## src/rtl/scalar_mult_sequencer_pkg.sv

```systemverilog
// Shared command codes and FSM state encoding for the scalar-multiplication sequencer.
package scalar_mult_sequencer_pkg;

  localparam logic [1:0] CMD_NONE   = 2'b00;
  localparam logic [1:0] CMD_DOUBLE = 2'b01;
  localparam logic [1:0] CMD_ADD    = 2'b10;

  typedef enum logic [3:0] {
    IDLE      = 4'd0,
    SCAN      = 4'd1,
    ISSUE_DBL = 4'd2,
    WAIT_DBL  = 4'd3,
    ISSUE_ADD = 4'd4,
    WAIT_ADD  = 4'd5,
    NEXT      = 4'd6,
    DONE      = 4'd7,
    ERR       = 4'd8
  } state_t;

endpackage

```

## src/rtl/scalar_mult_sequencer_op_watchdog.sv

```systemverilog
// Per-operation watchdog: reloads on clear, counts down while enabled, flags the last allowed wait cycle.
module op_watchdog
  import scalar_mult_sequencer_pkg::*;
#(
  parameter int TIMEOUT = 1048575,
  parameter int CNTW    = 20
) (
  input  logic clk,
  input  logic rst,
  input  logic clear,
  input  logic enable,
  output logic expired
);

  logic [CNTW-1:0] count_reg;

  always_ff @(posedge clk) begin
    if (rst) begin
      count_reg <= '0;
    end else if (clear) begin
      count_reg <= CNTW'(TIMEOUT - 1);
    end else if (enable && (count_reg != '0)) begin
      count_reg <= count_reg - 1'b1;
    end
  end

  // Zero means this wait cycle is the TIMEOUT-th one since the command.
  assign expired = (count_reg == '0);

endmodule

```

## src/rtl/scalar_mult_sequencer.sv

```systemverilog
// Left-to-right double-and-add sequencer driving the point add/double command interface.
module scalar_mult_sequencer
  import scalar_mult_sequencer_pkg::*;
#(
  parameter int K       = 256,
  parameter int IDXW    = 10,
  parameter int TIMEOUT = 1048575,
  parameter int CNTW    = 20
) (
  input  logic            clk,
  input  logic            rst,
  input  logic            start,
  input  logic [K-1:0]    scalar,
  input  logic [IDXW-1:0] scalar_len,
  input  logic            interupt_point_double,
  input  logic            interupt_point_addition,
  output logic [1:0]      command,
  output logic            busy,
  output logic            done,
  output logic            zero_result,
  output logic            timeout_err,
  output logic [IDXW-1:0] bit_index,
  output logic [IDXW-1:0] dbl_count,
  output logic [IDXW-1:0] add_count
);

  localparam int SIW = $clog2(K);

  state_t          state_reg;
  logic [K-1:0]    sreg_reg;
  logic [1:0]      command_reg;
  logic            busy_reg;
  logic            done_reg;
  logic            zero_reg;
  logic            terr_reg;
  logic [IDXW-1:0] index_reg;
  logic [IDXW-1:0] dbl_reg;
  logic [IDXW-1:0] add_reg;

  logic [IDXW-1:0] effl;
  logic            cur_bit;
  logic            wd_clear;
  logic            wd_enable;
  logic            wd_expired;

  assign effl      = (scalar_len > IDXW'(K)) ? IDXW'(K) : scalar_len;
  // index never exceeds K-1, so the low SIW bits address the scalar fully
  assign cur_bit   = sreg_reg[index_reg[SIW-1:0]];
  assign wd_clear  = (state_reg == ISSUE_DBL) || (state_reg == ISSUE_ADD);
  assign wd_enable = (state_reg == WAIT_DBL) || (state_reg == WAIT_ADD);

  op_watchdog #(
    .TIMEOUT(TIMEOUT),
    .CNTW   (CNTW)
  ) u_watchdog (
    .clk    (clk),
    .rst    (rst),
    .clear  (wd_clear),
    .enable (wd_enable),
    .expired(wd_expired)
  );

  always_ff @(posedge clk) begin
    if (rst) begin
      state_reg   <= IDLE;
      sreg_reg    <= '0;
      command_reg <= CMD_NONE;
      busy_reg    <= 1'b0;
      done_reg    <= 1'b0;
      zero_reg    <= 1'b0;
      terr_reg    <= 1'b0;
      index_reg   <= '0;
      dbl_reg     <= '0;
      add_reg     <= '0;
    end else begin
      done_reg    <= 1'b0;
      command_reg <= CMD_NONE;
      case (state_reg)
        IDLE: begin
          if (start) begin
            sreg_reg <= scalar;
            busy_reg <= 1'b1;
            dbl_reg  <= '0;
            add_reg  <= '0;
            zero_reg <= 1'b0;
            terr_reg <= 1'b0;
            if (effl == '0) begin
              index_reg <= '0;
              zero_reg  <= 1'b1;
              done_reg  <= 1'b1;
              state_reg <= DONE;
            end else begin
              index_reg <= effl - 1'b1;
              state_reg <= SCAN;
            end
          end
        end
        SCAN: begin
          if (cur_bit && (index_reg == '0)) begin
            done_reg  <= 1'b1;
            state_reg <= DONE;
          end else if (cur_bit) begin
            index_reg   <= index_reg - 1'b1;
            command_reg <= CMD_DOUBLE;
            dbl_reg     <= dbl_reg + 1'b1;
            state_reg   <= ISSUE_DBL;
          end else if (index_reg == '0) begin
            zero_reg  <= 1'b1;
            done_reg  <= 1'b1;
            state_reg <= DONE;
          end else begin
            index_reg <= index_reg - 1'b1;
          end
        end
        ISSUE_DBL: state_reg <= WAIT_DBL;
        WAIT_DBL: begin
          // a matching pulse wins over a simultaneous watchdog expiry
          if (interupt_point_double) begin
            if (cur_bit) begin
              command_reg <= CMD_ADD;
              add_reg     <= add_reg + 1'b1;
              state_reg   <= ISSUE_ADD;
            end else begin
              state_reg <= NEXT;
            end
          end else if (wd_expired) begin
            terr_reg  <= 1'b1;
            done_reg  <= 1'b1;
            state_reg <= ERR;
          end
        end
        ISSUE_ADD: state_reg <= WAIT_ADD;
        WAIT_ADD: begin
          if (interupt_point_addition) begin
            state_reg <= NEXT;
          end else if (wd_expired) begin
            terr_reg  <= 1'b1;
            done_reg  <= 1'b1;
            state_reg <= ERR;
          end
        end
        NEXT: begin
          if (index_reg == '0) begin
            done_reg  <= 1'b1;
            state_reg <= DONE;
          end else begin
            index_reg   <= index_reg - 1'b1;
            command_reg <= CMD_DOUBLE;
            dbl_reg     <= dbl_reg + 1'b1;
            state_reg   <= ISSUE_DBL;
          end
        end
        DONE, ERR: begin
          busy_reg  <= 1'b0;
          state_reg <= IDLE;
        end
        default: state_reg <= IDLE;
      endcase
    end
  end

  assign command     = command_reg;
  assign busy        = busy_reg;
  assign done        = done_reg;
  assign zero_result = zero_reg;
  assign timeout_err = terr_reg;
  assign bit_index   = index_reg;
  assign dbl_count   = dbl_reg;
  assign add_count   = add_reg;

endmodule
```

## config.mk

```make
export PLATFORM = sky130hd
export DESIGN_NAME = scalar_mult_sequencer
export DESIGN_NICKNAME = d
export VERILOG_FILES = /design/src/rtl/scalar_mult_sequencer_pkg.sv /design/src/rtl/scalar_mult_sequencer_op_watchdog.sv /design/src/rtl/scalar_mult_sequencer.sv
export SDC_FILE = /design/constraint.sdc
export NUM_CORES = 1
export LEC_CHECK = 0
export CAP_MARGIN = 15
export CORE_MARGIN = 1
export CORE_UTILIZATION = 50
export DETAILED_ROUTE_END_ITERATION = 6
export PLACE_DENSITY = 0.82
export SYNTH_ARGS = -nofsm -noshare
export SYNTH_HDL_FRONTEND = slang
export SYNTH_HIERARCHICAL = 1
export SYNTH_SLANG_ARGS = --single-unit
```

## constraint.sdc

```tcl
create_clock -name clk -period 3.7 [get_ports clk]
set_input_delay 0.74 -clock clk [delete_from_list [all_inputs] [get_ports clk]]
set_output_delay 0.74 -clock clk [all_outputs]
set_load 0.01 [all_outputs]
```

==> results of run 1 <==
==> worst paths after layout <==
| kind | start | endpoint | slack [ns] |
|---|---|---|---|
| worst max register to register | bit_index[0]$_SDFFE_PP0P_ | bit_index[6]$_SDFFE_PP0P_ | 0.23 |
| worst min-delay path | sreg_reg[227]$_SDFFE_PP0P_ | sreg_reg[227]$_SDFFE_PP0P_ | 0.45 |
| worst max-delay path | bit_index[0]$_SDFFE_PP0P_ | bit_index[6]$_SDFFE_PP0P_ | 0.23 |
| worst min register to register | sreg_reg[227]$_SDFFE_PP0P_ | sreg_reg[227]$_SDFFE_PP0P_ | 0.45 |
==> worst max-delay path: stages (launching register included) <==
cell	delay, ns
dfxtp_4	0.67
buf_4	0.26
mux4_2	0.51
mux2_2	0.27
a22o_1	0.25
o311ai_1	0.39
nand2b_1	0.10
buf_4	0.20
a21oi_4	0.23
o22ai_1	0.10
a221o_1	0.36
==> synthesized netlist by cell type, drive strengths merged, types with 9 or more instances <==
library cell	count	area share [%]
a31oi	10	0.43
o21ai	27	0.92
and3	13	0.55
nand2	563	14
nand4	13	0.55
buf	26	1.4
clkbuf	106	2.7
inv	17	0.43
a21oi	293	10
a211oi	9	0.49
nor2	66	1.7
dfxtp	316	43
mux2	25	1.9
o31ai	10	0.51
nor3	27	0.92
mux4	58	9.2
or3	22	0.94
mux2i	16	1.1
nor4	12	0.51
nand3	18	0.61
==> through the flow <==
stage | std cells | utilization [%] | setup WS (ns) | power, W | hold WS (ns)
2_1_floorplan | 1777 | - | 0.7629 | 0.008708 | 0.4315
3_3_place_gp | 2366 | 62.29 | 0.2657 | 0.01024 | 0.4387
3_5_place_dp | 2366 | 62.29 | 0.2600 | 0.01040 | 0.4446
4_1_cts | 2421 | 65.96 | 0.2300 | 0.01365 | 0.4524
5_1_grt | 2421 | 65.96 | 0.05408 | 0.01447 | 0.4682
6_report | 2421 | 65.96 | 0.2253 | 0.01366 | 0.4510
==> kinds of logic after synthesis <==
kind of cell	Yosys count
and+or+nand+nor	788
AOI/OAI and AO/OA	411
DFF	316
buffers and inverters	149
muxes	99
adders and majority gates	8
xor gates and xnor gates	6
==> layer usage <==
layer | part of all wire [%] | wire, um
met5 | 0 | 0
met4 | 4.7 | 2052
met3 | 6.6 | 2886
met2 | 48 | 20880
met1 | 41 | 17640
==> power by group <==
group / leakage [nW] / switching [W] / internal [W]
Sequential: 2.59 / 0.000707 / 0.00418
Clock: 0.518 / 0.00140 / 0.00185
Combinational: 3.83 / 0.00323 / 0.00230
==> layout make-up <==
| class | count | area share, % |
|---|---|---|
| clock buffer | 47 | 5.108 |
| clock inverter | 8 | 0.4548 |
| inverter | 17 | 0.3362 |
| multi-input combinational | 1312 | 40.62 |
| sequential | 316 | 33.37 |
| tap | 384 | 2.531 |
| timing repair buffer | 337 | 17.58 |
==> impl_results.md, run 1 <==
* Fin area at between 15000 and 20000 um^2
* Setup TNS at 0 ns
* Setup violations, final at 0
* Gr usage total at around 28%
* WS Path Type: flip-flop to flip-flop
* Rows at 62
* Post-Synth Adder-Cell Area at 0.6821%
* Leak at 6.932 nW
* Starting Density at 50.99%
* Simple-gate portion of the synthesized area at between 20% and 30%
* Most common flop cell mapped by yosys: dfxtp_1
* Share of the yosys chip area belonging to registers at between 40% and 50%
* Pins Over Slew Limit at 0
* Post-Syn Area at 14670 um^2
* Worst-Skew Late Latency at about 0.54 ns
* Die Wd at 173.3 um
* Main combinational cell family by area after synthesis: simple AND/OR/NAND/NOR gates
* Hold buffers post-CTS at 0
* Max frequency at 287.8 MHz
* CTS Sinks at 316
* I/O pin cnt at approximately 310
* Number of diodes at 0
* Async SR Flop Fraction at 0%
* Post-CTS Setup Repair Bufs at 0
* I/O Buffers at 306
* First-pass GRT wire length at about 70000 um
* Post-route ant nets at 0
* Fin nets at 2297
* CTS resizes at 0
* Fin. Hold Viols at 0
* Final wirelength at 43460 um
* FILL cells at between 2000 and 2500
* XOR/XNOR Fraction of Synth Area at less than 1%
* Syn avg cell area at 8.258 um^2
* Drt via density at 5.783
* Share of cells above drive strength 1 at 8.738%
* CP Launch Type: flip-flop
* CP arrival at between 3 and 4 ns
* Iteration-0 DRC Markers at between 1000 and 1500
* Most common cell after layout, fill and taps aside: nand2_1
* DR vias at 14000
* Minimum clock period at 3.475 ns
* Register-to-Register Path Depth at 10
* Met3 Use GR at 4.057%
* Placed Area at 17930 um^2
* Largest net degree at the start of global routing at about 170
* Synth Instances at 1777
* Slew margin rel. at 30.84%
* Worst Path Required at roughly 4 ns
* Number of antenna violations at the first check in global routing at 0
* Clock Pin Slew Worst Setup and Hold Paths at 0.06 ns
* Post-route DRC at 0
* Clock buffer depth at 3
* HP Class: flip-flop to flip-flop
* Die height at 173.3 um
* Pwr dens at 719.7 nW/um^2
* Outcome: finished clean
* Post-synthesis compound-gate area fraction at around 16%
* Most frequent cells in the layout: nand2_1, dfxtp_1, clkdlybuf4s50_1
* Core area at between 20000 and 30000 um^2
* GP Congestion at 0.9171
* CP endpoint kind: flip-flop
* Pre-antenna DRT Iters at 6
* YS warnings at 6
* Gr busiest metal: met2
* Post-DP HPWL at between 30000 and 40000 um
* Final worst path period share at 93.91%
* Syn_nets at just over 2000
* Actual transition at the worst max-transition pin at 1.037 ns
* Vias in the first global route at 13510
* H-tree levels at 2
* Hold Path Cell Cnt at 2
* RSZ-0062 raised after global routing: false
* Wirelength per Cell at about 18 um
* Clk_skew at 0.02060 ns
* Met2 Use GR at 47.04%
* GRT overflow at 0
* Reported max-cap violation count at 0
* Die area at 30040 um^2
* GR Util met1 at between 30% and 40%
* FF+latch area at 6335 um^2
* Worst vdd ir at 0.0005479 V
* Clk root buf: clkbuf_16
* Critical Path Fanout Max at 27
* Netlist cell types at 74
* Flops & latches, synth at 316
* Largest register FFs at 256
* Area of the multi-input gates at 7710 um^2
* TritonCTS clock tree: built
* CTS Buf Count at 34
* Layout area overhead at 29.36%
* Number of synthesized flops with an enable pin at 0
* Mux share of post-synthesis cell area at 12.24%
(Power assumes the default switching activity.)
==> run 2: changes to the inputs <==
SLEW_MARGIN = 20   (was default)
==> results of run 2 <==
The final DEF is identical to that of run 1; final timing and power are the same.
==> run 3: changes to the inputs <==
CORE_UTILIZATION = 30   (was 50)
GPL_ROUTABILITY_DRIVEN = 0   (was default)
PLACE_DENSITY = 0.56   (was 0.82)
REMOVE_ABC_BUFFERS = 1   (was default)
==> impl_results.md, run 3 (synthesized netlist as in run 1, its figures left out) <==
* Leak at 7.119 nW (was 6.932 nW)
* Endpoint of the worst hold-timing path: sreg_reg[248]$_SDFFE_PP0P_ (was sreg_reg[227]$_SDFFE_PP0P_)
* Minimum clock period at 3.498 ns (was 3.475 ns)
* Layout area overhead at 33.98% (was 29.36%)
* Final Worst Setup Slack at 0.2016 ns (was 0.2253 ns)
* Worst-Skew Late Latency at 0.56 ns (was 0.54 ns)
* Pins Over Slew Limit at 0 (unchanged)
* Most common cell after layout, fill and taps aside: nand2_1 (unchanged)
* Clock Pin Slew Worst Setup and Hold Paths at 0.06 ns (about the same)
* HP Class: flip-flop to flip-flop (unchanged)
* Slew margin rel. at 36.34% (was 30.84%)
* Iteration-0 DRC Markers at 910 (was 1394)
* Post-route DRC at 0 (unchanged)
* Setup crit start: bit_index[0]$_SDFFE_PP0P_ (unchanged)
* Clk_skew at 0.02165 ns (was 0.02060 ns)
* GRT overflow at 0 (unchanged)
* Fin nets at 2313 (was 2297)
* First-pass GRT wire length at 75520 um (was 68790 um)
* Die Wd at 223.2 um (was 173.3 um)
* Crit Reg-Reg Startpoint: bit_index[0]$_SDFFE_PP0P_ (unchanged)
* Post-route ant nets at 0 (unchanged)
* Final wirelength at 48350 um (was 43460 um)
* Pwr dens at 732.7 nW/um^2 (was 719.7 nW/um^2)
* Critical path buffer and inverter count at 2 (unchanged)
* Clk root buf: clkbuf_16 (unchanged)
* Largest net degree at the start of global routing at 171 (was 172)
* Wirelength per Cell at 18.05 um (was 17.95 um)
* Largest stage delay, worst path at 0.63 ns (was 0.67 ns)
* Number of diodes at 0 (unchanged)
* Reported max-cap violation count at 0 (unchanged)
* Worst Path Required at 4.18 ns (was 4.12 ns)
* Crit-path leading delay family: compound AO/OA/AOI/OAI gates (unchanged)
* Ordered cell list for the critical path: buf_4 > mux4_2 > nand2_1 > a21boi_0 > o2111ai_1 > a2bb2oi_1 > nand2b_1 > buf_4 > a21oi_4 > or4b_1 > a21oi_1 (was buf_4 > mux4_2 > mux2_2 > a22o_1 > o311ai_1 > nand2b_1 > buf_4 > a21oi_4 > o22ai_1 > a221o_1)
* CP arrival at 3.98 ns (was 3.89 ns)
* Register-to-Register Path Depth at 11 (was 10)
* Worst vdd ir at 0.0004847 V (was 0.0005479 V)
* Rows at 80 (was 62)
* CTS resizes at 0 (unchanged)
* Worst r2r dst: dbl_count[7]$_SDFFE_PP0P_ (was bit_index[6]$_SDFFE_PP0P_)
* RSZ-0062 raised after global routing: false (unchanged)
* CP Launch Type: flip-flop (unchanged)
* CP endpoint kind: flip-flop (unchanged)
* CTS Buf Count at 38 (was 34)
* Outcome: finished clean (unchanged)
* FILL cells at 4740 (was 2297)
* Starting Density at 30.61% (was 50.99%)
* Worst hold start: sreg_reg[248]$_SDFFE_PP0P_ (was sreg_reg[227]$_SDFFE_PP0P_)
* Crit path depth at 11 (was 10)
* Max frequency at 285.8 MHz (was 287.8 MHz)
* Fin. Hold Viols at 0 (unchanged)
* Setup violations, final at 0 (unchanged)
* Hold buffers post-CTS at 0 (unchanged)
* WS Path Type: flip-flop to flip-flop (unchanged)
* DR vias at 13630 (was 14000)
* I/O Buffers at 306 (unchanged)
* Share of cells above drive strength 1 at 9.695% (was 8.738%)
* TritonCTS clock tree: built (unchanged)
* Number of antenna violations at the first check in global routing at 0 (unchanged)
* Most used cell, CP: buf_4 (unchanged)
* Critical Path Fanout Max at 20 (was 27)
* Drt via density at 5.090 (was 5.783)
* Pre-antenna DRT Iters at 5 (was 6)
* Gr usage total at 19.21% (was 28.38%)
* Core area at 47950 um^2 (was 28780 um^2)
* Most frequent cells in the layout: nand2_1, dfxtp_1, clkdlybuf4s50_1 (unchanged)
* R2R Setup Slk at 0.20 ns (was 0.23 ns)
* CTS Sinks at 316 (unchanged)
* H-tree levels at 2 (unchanged)
* Die area at 49800 um^2 (was 30040 um^2)
* Post-CTS Setup Repair Bufs at 0 (unchanged)
* Vias in the first global route at 13470 (was 13510)
* Die height at 223.2 um (was 173.3 um)
* Setup WS pre-CTS at 0.2158 ns (was 0.2600 ns)
* Worst path slowest cell: dfxtp_4 (unchanged)
* Largest register FFs at 256 (unchanged)
* Dpl cells at 2609 (was 2366)
* Final worst path period share at 94.55% (was 93.91%)
* Post-DP HPWL at 34940 um (was 30960 um)
* Clock buffer depth at 3 (unchanged)
* Non-filler cells, final at 2678 (was 2421)
* Actual transition at the worst max-transition pin at 0.9550 ns (was 1.037 ns)
* Hold Path Cell Cnt at 2 (unchanged)
* I/O pin cnt at 307 (unchanged)
* Setup TNS at 0 ns (unchanged)
-- run 3: cell count changes in the layout (fill, tap and decap cells not counted), sizes merged --
cell    previous run  this run
bufinv             0         1
inv               19        17
buf               31        44
clkbuf            48        58
clkinv             5         9
-- run 3: stage by stage --
stage	hold WS, ns	total power [W]	area (um^2)	utilization, %
floorplan	0.4255	0.008526	14080	-
global placement	0.4387	0.01066	18410	38.39
detailed placement	0.4431	0.01077	18410	38.39
CTS	0.4511	0.01454	19660	41.00
global route	0.4656	0.01540	19660	41.00
finish	0.4504	0.01441	19660	41.00
-- run 3: worst max path at each step --
| stage | end | slack (ns) |
|---|---|---|
| finish | dbl_count[7]$_SDFFE_PP0P_ | 0.20 |
| global placement | dbl_count[7]$_SDFFE_PP0P_ | 0.22 |
| global route | bit_index[6]$_SDFFE_PP0P_ | 0.04 |
| CTS | dbl_count[7]$_SDFFE_PP0P_ | 0.20 |
| detailed placement | dbl_count[7]$_SDFFE_PP0P_ | 0.22 |
| floorplan | add_count[5]$_SDFFE_PP0P_ | -3.75 |
-- run 3: per-layer routing --
layer	up-vias	GRT usage [%]	share of wire [%]
met2	457	30.22	45
li1	6708	-	-
met4	0	6.852	3.0
met3	82	3.345	6.9
met1	6384	26.36	45
met5	-	0	0
-- run 3: report_power, final --
part	leakage, nW	switching (W)	internal [W]
Combinational	3.92	0.00334	0.00245
Clock	0.613	0.00152	0.00220
Sequential	2.59	0.000703	0.00418
-- run 3: final cells by class --
cell class	count	area, um^2	area share (%)
inverters	17	63.81	0.3246
clock inverters	11	116.4	0.5919
clock buffers	58	1137	5.785
multi-input cells	1312	7710	39.22
flip-flops and latches	316	6335	32.22
well taps	615	769.5	3.914
repair buffers	349	3528	17.95
-- run 3: worst register-to-register path: cells and delay by family (launching register included) --
| kind | cells | cell delay [ns] |
|---|---|---|
| muxes | 1 | 0.23 |
| AOI/OAI and AO/OA | 5 | 1.35 |
| and+or+nand+nor | 3 | 0.73 |
| buffers and inverters | 2 | 0.49 |
| DFF | 1 | 0.63 |
